==> src/rtl/bank_ram_pkg.sv <==
// Shared definitions for the bank RAM bus arbiter: arbitration mode codes,
// the buffered write-command record and a width helper that stays >= 1.
package bank_ram_pkg;

  localparam int ARB_FIXED = 0;
  localparam int ARB_RR    = 1;

  // Index width for a field that must address n items; never returns 0,
  // so a single-master build still has a 1-bit ID.
  function automatic int clog2_min1(input int n);
    return (n <= 1) ? 1 : $clog2(n);
  endfunction

  // Default geometry; the top-level parameters default to these values and
  // the write-command record below is sized from them.
  localparam int PKG_NUM_SLOTS  = 4;
  localparam int PKG_NUM_BANKS  = 5;
  localparam int PKG_ADDR_WIDTH = 9;
  localparam int SRC_W          = clog2_min1(PKG_NUM_SLOTS);

  // One pending write: which master owns it, and where it goes.
  typedef struct packed {
    logic [SRC_W-1:0]          src;
    logic [PKG_NUM_BANKS-1:0]  mask;
    logic [PKG_ADDR_WIDTH-1:0] addr;
  } wr_cmd_t;

endpackage

==> src/rtl/bank_ram_bus_rr_sync_fifo.sv <==
// Synchronous first-word-fall-through FIFO with synchronous active-high
// reset. dout_o always shows the head entry while empty_o is low.
// Push while full and pop while empty are ignored.
module sync_fifo
  import bank_ram_pkg::*;
#(
  parameter int WIDTH = 8,
  parameter int DEPTH = 4   // power of 2, >= 2
) (
  input  logic             clk,
  input  logic             rst,
  input  logic             push_i,
  input  logic [WIDTH-1:0] din_i,
  input  logic             pop_i,
  output logic [WIDTH-1:0] dout_o,
  output logic             full_o,
  output logic             empty_o
);

  localparam int PTR_W = clog2_min1(DEPTH);

  // Pointers carry one extra wrap bit to tell full from empty.
  logic [PTR_W:0]   wr_ptr_q, wr_ptr_d;
  logic [PTR_W:0]   rd_ptr_q, rd_ptr_d;
  logic [WIDTH-1:0] mem_q [DEPTH];
  logic             do_push, do_pop;

  assign empty_o = (wr_ptr_q == rd_ptr_q);
  assign full_o  = (wr_ptr_q[PTR_W] != rd_ptr_q[PTR_W]) &&
                   (wr_ptr_q[PTR_W-1:0] == rd_ptr_q[PTR_W-1:0]);
  assign do_push = push_i && !full_o;
  assign do_pop  = pop_i && !empty_o;
  assign dout_o  = mem_q[rd_ptr_q[PTR_W-1:0]];

  // Pointer next-state.
  always_comb begin
    // NOTE: every combinational output gets a default first so no path can infer a latch.
    wr_ptr_d = wr_ptr_q;
    rd_ptr_d = rd_ptr_q;
    if (do_push) wr_ptr_d = wr_ptr_q + {{PTR_W{1'b0}}, 1'b1};
    if (do_pop)  rd_ptr_d = rd_ptr_q + {{PTR_W{1'b0}}, 1'b1};
  end

  // Pointer registers; reset flushes the FIFO.
  always_ff @(posedge clk) begin
    // NOTE: sequential state uses non-blocking assignment so all registers update together.
    if (rst) begin
      wr_ptr_q <= '0;
      rd_ptr_q <= '0;
    end else begin
      wr_ptr_q <= wr_ptr_d;
      rd_ptr_q <= rd_ptr_d;
    end
  end

  // Storage write.
  always_ff @(posedge clk) begin
    // NOTE: storage is deliberately not reset; the pointers alone decide which entries are valid.
    if (do_push) mem_q[wr_ptr_q[PTR_W-1:0]] <= din_i;
  end

endmodule

==> src/rtl/bank_ram_bus_rr.sv <==
// Multi-master arbiter in front of the SIMD bank RAM. Masters issue masked
// read/write commands; writes are queued with their source and issued when
// the owning master presents write data and the phy is ready; reads go
// straight to the phy and their source IDs are queued so returning data is
// routed back. Read returns with no outstanding ID raise a sticky error.
// Optional build macro BANK_RAM_BUS_PERF_EN adds per-slot grant counters and
// a stall counter as extra output ports.
module bank_ram_bus_rr
  import bank_ram_pkg::*;
#(
  parameter int NUM_SLOTS     = PKG_NUM_SLOTS,
  parameter int NUM_BANKS     = PKG_NUM_BANKS,
  parameter int DATA_WIDTH    = 32,
  parameter int ADDR_WIDTH    = PKG_ADDR_WIDTH,
  parameter int WR_FIFO_DEPTH = 4,
  parameter int RD_FIFO_DEPTH = 8,
  parameter int ARB_MODE      = ARB_RR
) (
  input  logic                                     clk,
  input  logic                                     rst,
  input  logic [NUM_SLOTS-1:0]                     slot_cmd_valid_i,
  input  logic [NUM_SLOTS-1:0]                     slot_cmd_rw_i,
  input  logic [NUM_SLOTS*NUM_BANKS-1:0]           slot_cmd_mask_i,
  input  logic [NUM_SLOTS*ADDR_WIDTH-1:0]          slot_cmd_addr_i,
  output logic [NUM_SLOTS-1:0]                     slot_cmd_ready_o,
  input  logic [NUM_SLOTS-1:0]                     slot_wvalid_i,
  input  logic [NUM_SLOTS*NUM_BANKS*DATA_WIDTH-1:0] slot_wdata_i,
  output logic [NUM_SLOTS-1:0]                     slot_wready_o,
  output logic [NUM_SLOTS-1:0]                     slot_rvalid_o,
  output logic [NUM_BANKS*DATA_WIDTH-1:0]          slot_rdata_o,
  output logic                                     phy_cmd_valid_o,
  output logic                                     phy_cmd_rw_o,
  output logic [NUM_BANKS-1:0]                     phy_cmd_mask_o,
  output logic [ADDR_WIDTH-1:0]                    phy_cmd_addr_o,
  input  logic                                     phy_cmd_ready_i,
  output logic                                     phy_wvalid_o,
  output logic [NUM_BANKS*DATA_WIDTH-1:0]          phy_wdata_o,
  input  logic                                     phy_rvalid_i,
  input  logic [NUM_BANKS*DATA_WIDTH-1:0]          phy_rdata_i,
  output logic                                     err_rd_orphan_o
`ifdef BANK_RAM_BUS_PERF_EN
  ,
  output logic [NUM_SLOTS*16-1:0]                  perf_grant_cnt_o,
  output logic [15:0]                              perf_stall_cnt_o
`endif
);

  localparam int SLOT_W = clog2_min1(NUM_SLOTS);
  localparam int LINE_W = NUM_BANKS * DATA_WIDTH;

  // Per-slot views of the flattened command and write-data buses.
  logic [NUM_BANKS-1:0]  cmd_mask [NUM_SLOTS];
  logic [ADDR_WIDTH-1:0] cmd_addr [NUM_SLOTS];
  logic [LINE_W-1:0]     wdata    [NUM_SLOTS];

  // Arbitration.
  logic              win_found;
  logic [SLOT_W-1:0] win_idx;
  logic [SLOT_W-1:0] cand;
  logic [SLOT_W-1:0] rr_ptr_q, rr_ptr_d;

  // Handshake decisions for this cycle.
  logic wr_acc, rd_acc, cmd_acc, wr_issue, rd_ret;

  // FIFO interfaces.
  wr_cmd_t           wr_push_data, wr_head;
  logic              wr_full, wr_empty;
  logic [SLOT_W-1:0] id_head;
  logic              id_full, id_empty;

  logic err_q, err_d;

  // Unpack the flattened per-slot buses.
  always_comb begin
    for (int s = 0; s < NUM_SLOTS; s++) begin
      cmd_mask[s] = slot_cmd_mask_i[s*NUM_BANKS +: NUM_BANKS];
      cmd_addr[s] = slot_cmd_addr_i[s*ADDR_WIDTH +: ADDR_WIDTH];
      wdata[s]    = slot_wdata_i[s*LINE_W +: LINE_W];
    end
  end

  // Pick the winner: lowest index in fixed mode, first requester at or
  // after rr_ptr_q in round-robin mode.
  always_comb begin
    win_found = 1'b0;
    win_idx   = '0;
    cand      = '0;
    for (int i = 0; i < NUM_SLOTS; i++) begin
      if (ARB_MODE == ARB_RR) cand = SLOT_W'((int'(rr_ptr_q) + i) % NUM_SLOTS);
      else                    cand = SLOT_W'(i);
      if (!win_found && slot_cmd_valid_i[cand]) begin
        win_found = 1'b1;
        win_idx   = cand;
      end
    end
  end

  // Handshake decisions. A queued write owns the phy port whenever it can
  // go; reads additionally wait for the write queue to drain so they never
  // overtake an earlier write.
  always_comb begin
    wr_issue = !wr_empty && slot_wvalid_i[wr_head.src] && phy_cmd_ready_i;
    wr_acc   = win_found && slot_cmd_rw_i[win_idx] && !wr_full;
    rd_acc   = win_found && !slot_cmd_rw_i[win_idx] && wr_empty && !id_full &&
               phy_cmd_ready_i && !wr_issue;
    cmd_acc  = wr_acc || rd_acc;
    rd_ret   = phy_rvalid_i && !id_empty;
  end

  // Write-command record for the queue.
  always_comb begin
    wr_push_data.src  = win_idx;
    wr_push_data.mask = cmd_mask[win_idx];
    wr_push_data.addr = cmd_addr[win_idx];
  end

  sync_fifo #(
    .WIDTH ($bits(wr_cmd_t)),
    .DEPTH (WR_FIFO_DEPTH)
  ) u_wr_fifo (
    .clk     (clk),
    .rst     (rst),
    .push_i  (wr_acc),
    .din_i   (wr_push_data),
    .pop_i   (wr_issue),
    .dout_o  (wr_head),
    .full_o  (wr_full),
    .empty_o (wr_empty)
  );

  sync_fifo #(
    .WIDTH (SLOT_W),
    .DEPTH (RD_FIFO_DEPTH)
  ) u_id_fifo (
    .clk     (clk),
    .rst     (rst),
    .push_i  (rd_acc),
    .din_i   (win_idx),
    .pop_i   (rd_ret),
    .dout_o  (id_head),
    .full_o  (id_full),
    .empty_o (id_empty)
  );

  // Command-side and phy-side outputs; data buses are zero when idle.
  always_comb begin
    slot_cmd_ready_o = '0;
    slot_wready_o    = '0;
    phy_cmd_valid_o  = 1'b0;
    phy_cmd_rw_o     = 1'b0;
    phy_cmd_mask_o   = '0;
    phy_cmd_addr_o   = '0;
    phy_wvalid_o     = 1'b0;
    phy_wdata_o      = '0;
    if (cmd_acc) slot_cmd_ready_o[win_idx] = 1'b1;
    if (wr_issue) begin
      phy_cmd_valid_o            = 1'b1;
      phy_cmd_rw_o               = 1'b1;
      phy_cmd_mask_o             = wr_head.mask;
      phy_cmd_addr_o             = wr_head.addr;
      phy_wvalid_o               = 1'b1;
      phy_wdata_o                = wdata[wr_head.src];
      slot_wready_o[wr_head.src] = 1'b1;
    end else if (rd_acc) begin
      phy_cmd_valid_o = 1'b1;
      phy_cmd_mask_o  = cmd_mask[win_idx];
      phy_cmd_addr_o  = cmd_addr[win_idx];
    end
  end

  // Read-return routing: data is broadcast, valid goes to the head ID.
  always_comb begin
    slot_rvalid_o = '0;
    if (rd_ret) slot_rvalid_o[id_head] = 1'b1;
    slot_rdata_o = phy_rdata_i;
  end

  // Next-state for the round-robin pointer and the orphan flag.
  always_comb begin
    rr_ptr_d = rr_ptr_q;
    if (cmd_acc) rr_ptr_d = SLOT_W'((int'(win_idx) + 1) % NUM_SLOTS);
    err_d = err_q || (phy_rvalid_i && id_empty);
  end

  // Round-robin pointer and sticky orphan-return flag.
  always_ff @(posedge clk) begin
    if (rst) begin
      rr_ptr_q <= '0;
      err_q    <= 1'b0;
    end else begin
      rr_ptr_q <= rr_ptr_d;
      err_q    <= err_d;
    end
  end

  assign err_rd_orphan_o = err_q;

`ifdef BANK_RAM_BUS_PERF_EN
  logic [15:0] grant_cnt_q [NUM_SLOTS];
  logic [15:0] stall_cnt_q;

  // Saturating grant-per-slot and stalled-request cycle counters.
  always_ff @(posedge clk) begin
    if (rst) begin
      for (int s = 0; s < NUM_SLOTS; s++) grant_cnt_q[s] <= '0;
      stall_cnt_q <= '0;
    end else begin
      for (int s = 0; s < NUM_SLOTS; s++) begin
        if (slot_cmd_ready_o[s] && grant_cnt_q[s] != 16'hFFFF)
          grant_cnt_q[s] <= grant_cnt_q[s] + 16'd1;
      end
      if (|slot_cmd_valid_i && !cmd_acc && stall_cnt_q != 16'hFFFF)
        stall_cnt_q <= stall_cnt_q + 16'd1;
    end
  end

  // Flatten the grant counters onto the output port.
  always_comb begin
    for (int s = 0; s < NUM_SLOTS; s++) perf_grant_cnt_o[s*16 +: 16] = grant_cnt_q[s];
  end

  assign perf_stall_cnt_o = stall_cnt_q;
`endif

endmodule

==> config.mk <==
export PLATFORM = sky130hd
export DESIGN_NAME = bank_ram_bus_rr
export DESIGN_NICKNAME = d
export VERILOG_FILES = /design/src/rtl/bank_ram_pkg.sv /design/src/rtl/bank_ram_bus_rr_sync_fifo.sv /design/src/rtl/bank_ram_bus_rr.sv
export SDC_FILE = /design/constraint.sdc
export NUM_CORES = 1
export LEC_CHECK = 0
export ABC_AREA = 1
export BUFFER_PORTS_ARGS = -buffer_cell sky130_fd_sc_hd__clkbuf_2
export CAP_MARGIN = 20
export CORE_AREA = 2 2 475 477
export DETAILED_ROUTE_END_ITERATION = 10
export DIE_AREA = 0 0 477 479
export PLACE_DENSITY = 0.3
export SLEW_MARGIN = 20
export SYNTH_ARGS = -nofsm -noshare
export SYNTH_HDL_FRONTEND = slang
export SYNTH_HIERARCHICAL = 1
export SYNTH_SLANG_ARGS = --single-unit
==> constraint.sdc <==
create_clock -name clk -period 7.4 [get_ports clk]
set_clock_uncertainty 0.1 [all_clocks]
set_input_delay 0.37 -clock clk [delete_from_list [all_inputs] [get_ports clk]]
set_output_delay 0.37 -clock clk [all_outputs]
set_load 0.03 [all_outputs]
==> results of run 1 <==
placed cells by master, fill, tap and decap left out, types with 2 or more instances in the layout:
cell type	count
inv_2	12
nand3_1	19
buf_12	4
a21boi_0	4
nand2_1	467
inv_6	3
inv_1	64
a22oi_1	160
a22oi_2	2
nor2_4	3
dfxtp_1	22
nand3_2	6
a31oi_2	2
nor3_1	6
nand3_4	6
o21ai_0	25
clkbuf_2	901
a21oi_2	25
nand3b_1	2
nor2_2	6
nand2_4	3
diode_2	20
edfxtp_1	80
o21ai_1	34
buf_4	15
nand4_1	6
buf_6	4
clkinv_4	2
nor2_1	75
nand2_2	17
clkbuf_16	9
clkinv_1	2
o22ai_1	16
inv_8	3
a21oi_1	34
ha_1	11
a31oi_1	158
cells in the mapped netlist, types with 11 or more instances:
library cell and count:
buf_2 12, a21oi_2 25, nand3_1 20, nor2_1 77, o21ai_0 25, clkbuf_1 87, a21oi_1 34, dfxtp_1 22
o22ai_1 16, inv_1 65, ha_1 11, edfxtp_1 80, o21ai_1 34, buf_4 161, a22oi_1 162, a31oi_1 160
nand2_2 17, inv_2 13, nand2_1 467
final cells by class:
type,count,share of cell area
tap,2992,0.2097
sequential,102,0.1592
clock inverter,7,0.004556
clock buffer,9,0.01262
antenna,20,0.002803
timing repair buffer,924,0.2659
multi-input combinational,1090,0.3261
inverter,82,0.01906
layer usage:
layer  part of all wire  vias to the layer above  global-route usage
met5             0.0022                        -                   0
met1               0.43                     7370              0.1863
li1                   -                     6606                   -
met2               0.45                      932              0.2373
met3              0.084                      273             0.05116
met4              0.026                       58             0.02871
worst max-delay path by stage:
stage,start,to,cells after the start
floorplan,flop,phy_cmd_addr_o[3],12
global placement,flop,phy_cmd_mask_o[4],13
detailed placement,flop,phy_wdata_o[87],12
CTS,flop,phy_wdata_o[87],12
global route,flop,phy_wdata_o[52],12
finish,flop,phy_wdata_o[48],12
flip-flops by register name (all words and copies together) (netlist names), named ones only:
| register | cells |
|---|---|
| u_wr_fifo/mem_q | 64 |
| u_id_fifo/mem_q | 16 |
| u_wr_fifo/wr_ptr_q | 3 |
| u_id_fifo/rd_ptr_q | 4 |
| err_rd_orphan_o | 1 |
| rr_ptr_q | 2 |
| u_id_fifo/wr_ptr_q | 4 |
| u_wr_fifo/rd_ptr_q | 3 |
cell families after synthesis:
logic type                 count (synthesis)  share of synthesized area
buffers and inverters                    352                     0.1919
and+or+nand+nor                          618                     0.2433
adders and majority gates                 11                    0.01291
DFF                                      102                     0.2667
AOI/OAI and AO/OA                        461                     0.2852
report_power, final:
group / switching, mW / internal, mW / total [mW]
Sequential: 0.104 / 1.00 / 1.10
Combinational: 6.20 / 1.60 / 7.80
Clock: 0.240 / 0.267 / 0.507
Total: 6.55 / 2.87 / 9.41
critical path, delay by kind of cell, from the launching register on:
kind	cells	cell delay, ns
simple gates	3	0.95
buf+inv	5	2.00
compound gates	4	1.87
flops	1	0.49
metrics by stage:
step           utilization  instance area, um^2
6_report           0.07984                17850
5_1_grt            0.07965                17810
4_1_cts            0.07962                17800
3_5_place_dp       0.07825                17500
3_3_place_gp       0.07788                17410
2_1_floorplan            -                10660
==> run_results.csv, run 1 <==
group,metric,value,unit
grt,global_route.usage.total,0.1463,
synth,ys_ff_latch,102,
synth,syn-cell-area,10660,um^2
sta,finalSetupViolCount,0,
cts,clk_pin_slew,0.08,ns
synth,async_flop_share,0,
grt,antenna_found_initial,113,
sta,setup-tns-final,0,ns
power_and_ir_drop,power.total,9.412,mW
synth,synth_nets,2427,
worst_setup_path,r2r_slack,2.24,ns
cts,clk_path_buf_depth,2,
die,die_w,477,um
worst_setup_path,cp-start-kind,"flop",
die,die_area,228500,um^2
layout,num-nets-final,3092,
layout,multi_input_area,5822,um^2
synth,yosys_warnings,6,
worst_setup_path,crit_path_frequent_cell,"nand2_1",
sta,fin_crit,6.443,ns
cts,htreeDepth,3,
hold_path,hold_start,"phy_rvalid_i",
synth,seq_area_frac_synth,0.2667,
worst_setup_path,critical_path_arrival,5.97,ns
detailed_routing,drc,0,
layout,stdcell_count,5226,
cts,hold_buffers,0,
sta,rsz0062_at_grt,"false",
detailed_routing,routed_wl,175200,um
power_and_ir_drop,power_density,527.2,nW/um^2
cts,cts_tree,"done",
power_and_ir_drop,p_leak,7.230,nW
worst_setup_path,cp_slowest_cell,"a31oi_1",
grt,grt_pass1_wl,209800,um
worst_setup_path,cp_max_fo,85,
worst_setup_path,end_kind,"output pin",
die,coreArea,223600,um^2
die,die_h,479,um
cts,cts-root-buf,"clkbuf_16",
grt,grt_max_degree,116,
detailed_routing,drtPass1Iterations,6,
place,dpl.cell_count,5190,
layout,area_growth,67.46,%
run_status,status,"complete, no violations",
worst_setup_path,r2r-end,"u_wr_fifo/rd_ptr_q[2]",
detailed_routing,post_drt_wl_per_cell,33.53,um
hold_path,hp-class,"primary input to flop",
run,drv_cap,0,
place,hpwlAfterDp,156700,um
cts,post_cts_resized,0,
sta,fin_ws,0.9569,ns
worst_setup_path,r2r_cells,15,
grt,grt.overflow.total,0,
die,rows,174,
synth,synth-main-ff-cell,"edfxtp_1",
cts,post_cts_buffers,0,
detailed_routing,postRouteAntennaNets,0,
place,place_ws,1.154,ns
cts,cts_sinks,102,
synth,syn_area_per_cell,6.904,um^2
cts,cts_inserted_buffers,9,
synth,synth_top_area_cell,"edfxtp_1",
synth,synth_edf_count,80,
sta,fmax,155.2,MHz
detailed_routing,vias_per_cell,2.916,
worst_setup_path,critical-path-max-stage-delay,0.81,ns
die,io-pin-count,1222,
power_and_ir_drop,irDropWorstVdd,0.4570,mV
synth,ys_types,39,
worst_setup_path,crit_path_cell_trace,"buf_4 > inv_2 > o21ai_1 > o22ai_1 > nand2_1 > inv_8 > a22oi_1 > nand2_1 > nand3_4 > buf_12 > a31oi_1 > clkbuf_2",
worst_setup_path,critPathKind,"flop to output pin",
sta,finalHoldWorstSlack,0.1723,ns
sta,hold_viol,0,
die,start_util,0.04768,
sta,slew_headroom,0.2131,
layout,post_route_cells_drive_above_1_share,0.4648,
synth,synthCells,1544,
place,portBuffers,901,
detailed_routing,via_count,15240,
detailed_routing,drt_iter0_drc,1034,
synth,ys_top_cells_by_area,"edfxtp_1 (23%), nand2_1 (16%), a22oi_1 (11%)",
worst_setup_path,required,6.93,ns
sta,finalCritPeriodShare,0.8707,
layout,register_area,2843,um^2
sta,final_max_slew_viol_count,0,
cts,clkLatencyLatePin,0.36,ns
synth,synth_top_area_frac,0.2254,
place,gp_congestion,1.052,
hold_path,hold_end,"err_rd_orphan_o",
grt,first_global_vias,15540,
sta,worstMarginPinSlew,1.180,ns
hold_path,hold_depth,3,
layout,nFillCells,26630,
Note: power is estimated with default switching activity, not from simulation.
==> run 2, diff against run 1 <==
--- a/config.mk
+++ b/config.mk
@@ -8,12 +8,11 @@
 export ABC_AREA = 1
 export BUFFER_PORTS_ARGS = -buffer_cell sky130_fd_sc_hd__clkbuf_2
 export CAP_MARGIN = 20
-export CORE_AREA = 2 2 475 477
+export CORE_AREA = 2 2 472 474
 export DETAILED_ROUTE_END_ITERATION = 10
-export DIE_AREA = 0 0 477 479
+export DIE_AREA = 0 0 474 476
 export PLACE_DENSITY = 0.3
 export SLEW_MARGIN = 20
 export SYNTH_ARGS = -nofsm -noshare
 export SYNTH_HDL_FRONTEND = slang
-export SYNTH_HIERARCHICAL = 1
 export SYNTH_SLANG_ARGS = --single-unit
==> run_results.csv, run 2 <==
group,metric,value,unit
worst_setup_path,critPathKind,"flop to output pin",
detailed_routing,postRouteAntennaNets,0,
cts,clk_path_buf_depth,2,
cts,htreeDepth,3,
synth,seq_area_frac_synth,0.2776,
worst_setup_path,r2r_slack,2.39,ns
synth,synth_nets,2380,
grt,first_global_vias,14800,
place,gp_congestion,0.9447,
sta,slew_headroom,0.09807,
sta,fin_ws,1.643,ns
sta,final_max_slew_viol_count,0,
detailed_routing,drtPass1Iterations,6,
layout,num-nets-final,3052,
layout,final_common_cell,"clkbuf_2",
synth,synth_top_area_frac,0.2346,
detailed_routing,drt_iter0_drc,1667,
detailed_routing,post_drt_wl_per_cell,31.66,um
power_and_ir_drop,irDropWorstVdd,0.2853,mV
synth,ys_types,33,
sta,finalCritPeriodShare,0.7779,
grt,grt.overflow.total,0,
die,die_w,474,um
synth,synthCells,1497,
synth,ys_top_cells_by_area,"edfxtp_1 (23%), nand2_1 (17%), buf_4 (12%)",
worst_setup_path,required,6.93,ns
cts,post_cts_buffers,0,
sta,hold_viol,0,
run,drv_cap,0,
synth,synth.most_common_cell,"nand2_1",
cts,post_cts_resized,0,
hold_path,hp-class,"primary input to flop",
synth,ys_top_cells_by_count,"nand2_1 (463), buf_4 (162), a22oi_1 (161)",
worst_setup_path,r2r-end,"u_wr_fifo.rd_ptr_q[0]",
synth,ys_ff_latch,102,
run_status,status,"complete, no violations",
worst_setup_path,crit_path_end,"phy_wdata_o[61]",
sta,fin_crit,5.757,ns
sta,fmax,173.7,MHz
die,start_util,0.04634,
sta,finalSetupViolCount,0,
worst_setup_path,cp-start-kind,"flop",
worst_setup_path,end_kind,"output pin",
layout,area_growth,72.21,%
cts,cts_inserted_buffers,9,
synth,syn_area_per_cell,6.841,um^2
synth,yosys_warnings,0,
cts,clk_pin_slew,0.09,ns
synth,synth_top_area_cell,"edfxtp_1",
grt,grt_pass1_wl,194000,um
sta,setup-tns-final,0,ns
synth,syn-cell-area,10240,um^2
die,io-pin-count,1222,
sta,rsz0062_at_grt,"false",
grt,top_usage_layer,"met2",
cts,cts_sinks,102,
power_and_ir_drop,p_leak,7.083,nW
worst_setup_path,critical_path_arrival,5.29,ns
synth,synth-main-ff-cell,"edfxtp_1",
detailed_routing,drc,0,
cts,hold_buffers,0,
synth,async_flop_share,0,
die,rows,173,
grt,met2_usage,0.2021,
synth,synth_edf_count,80,
die,die_area,225600,um^2
place,place_ws,1.912,ns
layout,layout_common_cells,"clkbuf_2 (901), nand2_1 (463), a22oi_1 (161)",
grt,grt_max_degree,127,
cts,cts-root-buf,"clkbuf_16",
detailed_routing,routed_wl,164800,um
grt,global_route.usage.total,0.1378,
layout,largest_reg_flops,64,
detailed_routing,via_count,15410,
place,hpwlAfterDp,147800,um
detailed_routing,vias_per_cell,2.962,
die,die_h,476,um
sta,worstMarginPinSlew,1.353,ns
cts,cts_tree,"done",
layout,post_route_cells_drive_above_1_share,0.4533,
die,coreArea,221000,um^2
power_and_ir_drop,power_density,442.8,nW/um^2
layout,finish.utilization,0.07980,
place,portBuffers,901,
cts,clkLatencyLatePin,0.37,ns
grt,met3_usage,0.07026,
worst_setup_path,r2r_cells,14,
grt,antenna_found_initial,170,
worst_setup_path,cp_max_fo,126,
grt,gr-usage-met1,0.1631,
hold_path,hold_start,"phy_rvalid_i",
[run 2: cell count changes in the layout (fill, tap and decap cells not counted), moves of 7 or more]
cell	change
inv_1	-7
nand2_2	-11
diode_2	+35
a31oi_1	-7
nor2_1	-11
a31oi_2	+7
inv_2	-8
o21ai_0	+26
a21oi_2	-25
o21ai_1	-30
buf_4	+8
a21oi_1	+23
[run 2: layer usage]
layer  wire, um  up-vias
li1           -     6512
met1      64170     7298
met2      69030     1132
met3      21270      388
met4       9632       82
met5        653        -
[run 2: critical path, stage by stage, from the launching register on]
cell	delay, ns
dfxtp_1	0.74
buf_4	0.32
inv_2	0.22
nand2_1	0.12
nand3_1	0.11
nand2_1	0.34
nand2_1	0.23
inv_8	0.27
a22oi_1	0.15
nand3_1	0.14
nand3_4	0.09
buf_12	0.19
a31oi_1	1.11
clkbuf_2	0.35
[run 2: where the power goes]
part           internal, mW  total, mW  switching [mW]
logic                  1.38       6.26            4.88
registers             0.973       1.05          0.0786
clock network         0.265      0.497           0.231
total                  2.62       7.81            5.19
[run 2: how the worst min path moves through the flow]
stage | endpoint | slack (ns) | depth (start not counted)
global placement | err_rd_orphan_o | 0.37 | 2
floorplan | flop | 0.37 | 2
global route | err_rd_orphan_o | 0.16 | 3
CTS | err_rd_orphan_o | 0.12 | 3
detailed placement | err_rd_orphan_o | 0.36 | 2
finish | err_rd_orphan_o | 0.13 | 3
[run 2: final cells by class]
class,count,area [um^2]
inverter,64,250.2
multi-input combinational,1058,5552
clock buffer,10,229.0
sequential,102,2843
tap,2975,3722
clock inverter,5,63.81
antenna,55,137.6
timing repair buffer,934,4838
fill,26360,203400
[run 2: logic make-up (layout without fill, tap and decap cells)]
family | after synthesis | after routing | synth area share
and+or+nand+nor | 586 | 586 | 0.2287
xor gates and xnor gates | 10 | 10 | 0.008552
AOI/OAI and AO/OA | 451 | 451 | 0.2825
adders and majority gates | 11 | 11 | 0.01344
buffers and inverters | 337 | 1013 | 0.1892
other | 0 | 55 | 0
DFF | 102 | 102 | 0.2776
[run 2: metrics by stage]
step	cells	hold slack, ns	power (mW)	cell area (um^2)
after floorplan	1497	0.3704	4.413	10240
after global placement	5128	0.3703	7.467	17090
after detailed placement	5133	0.3640	7.463	17210
after CTS	5148	0.1185	7.971	17500
after global routing	5181	0.1555	8.304	17580
final	5203	0.1343	7.809	17640
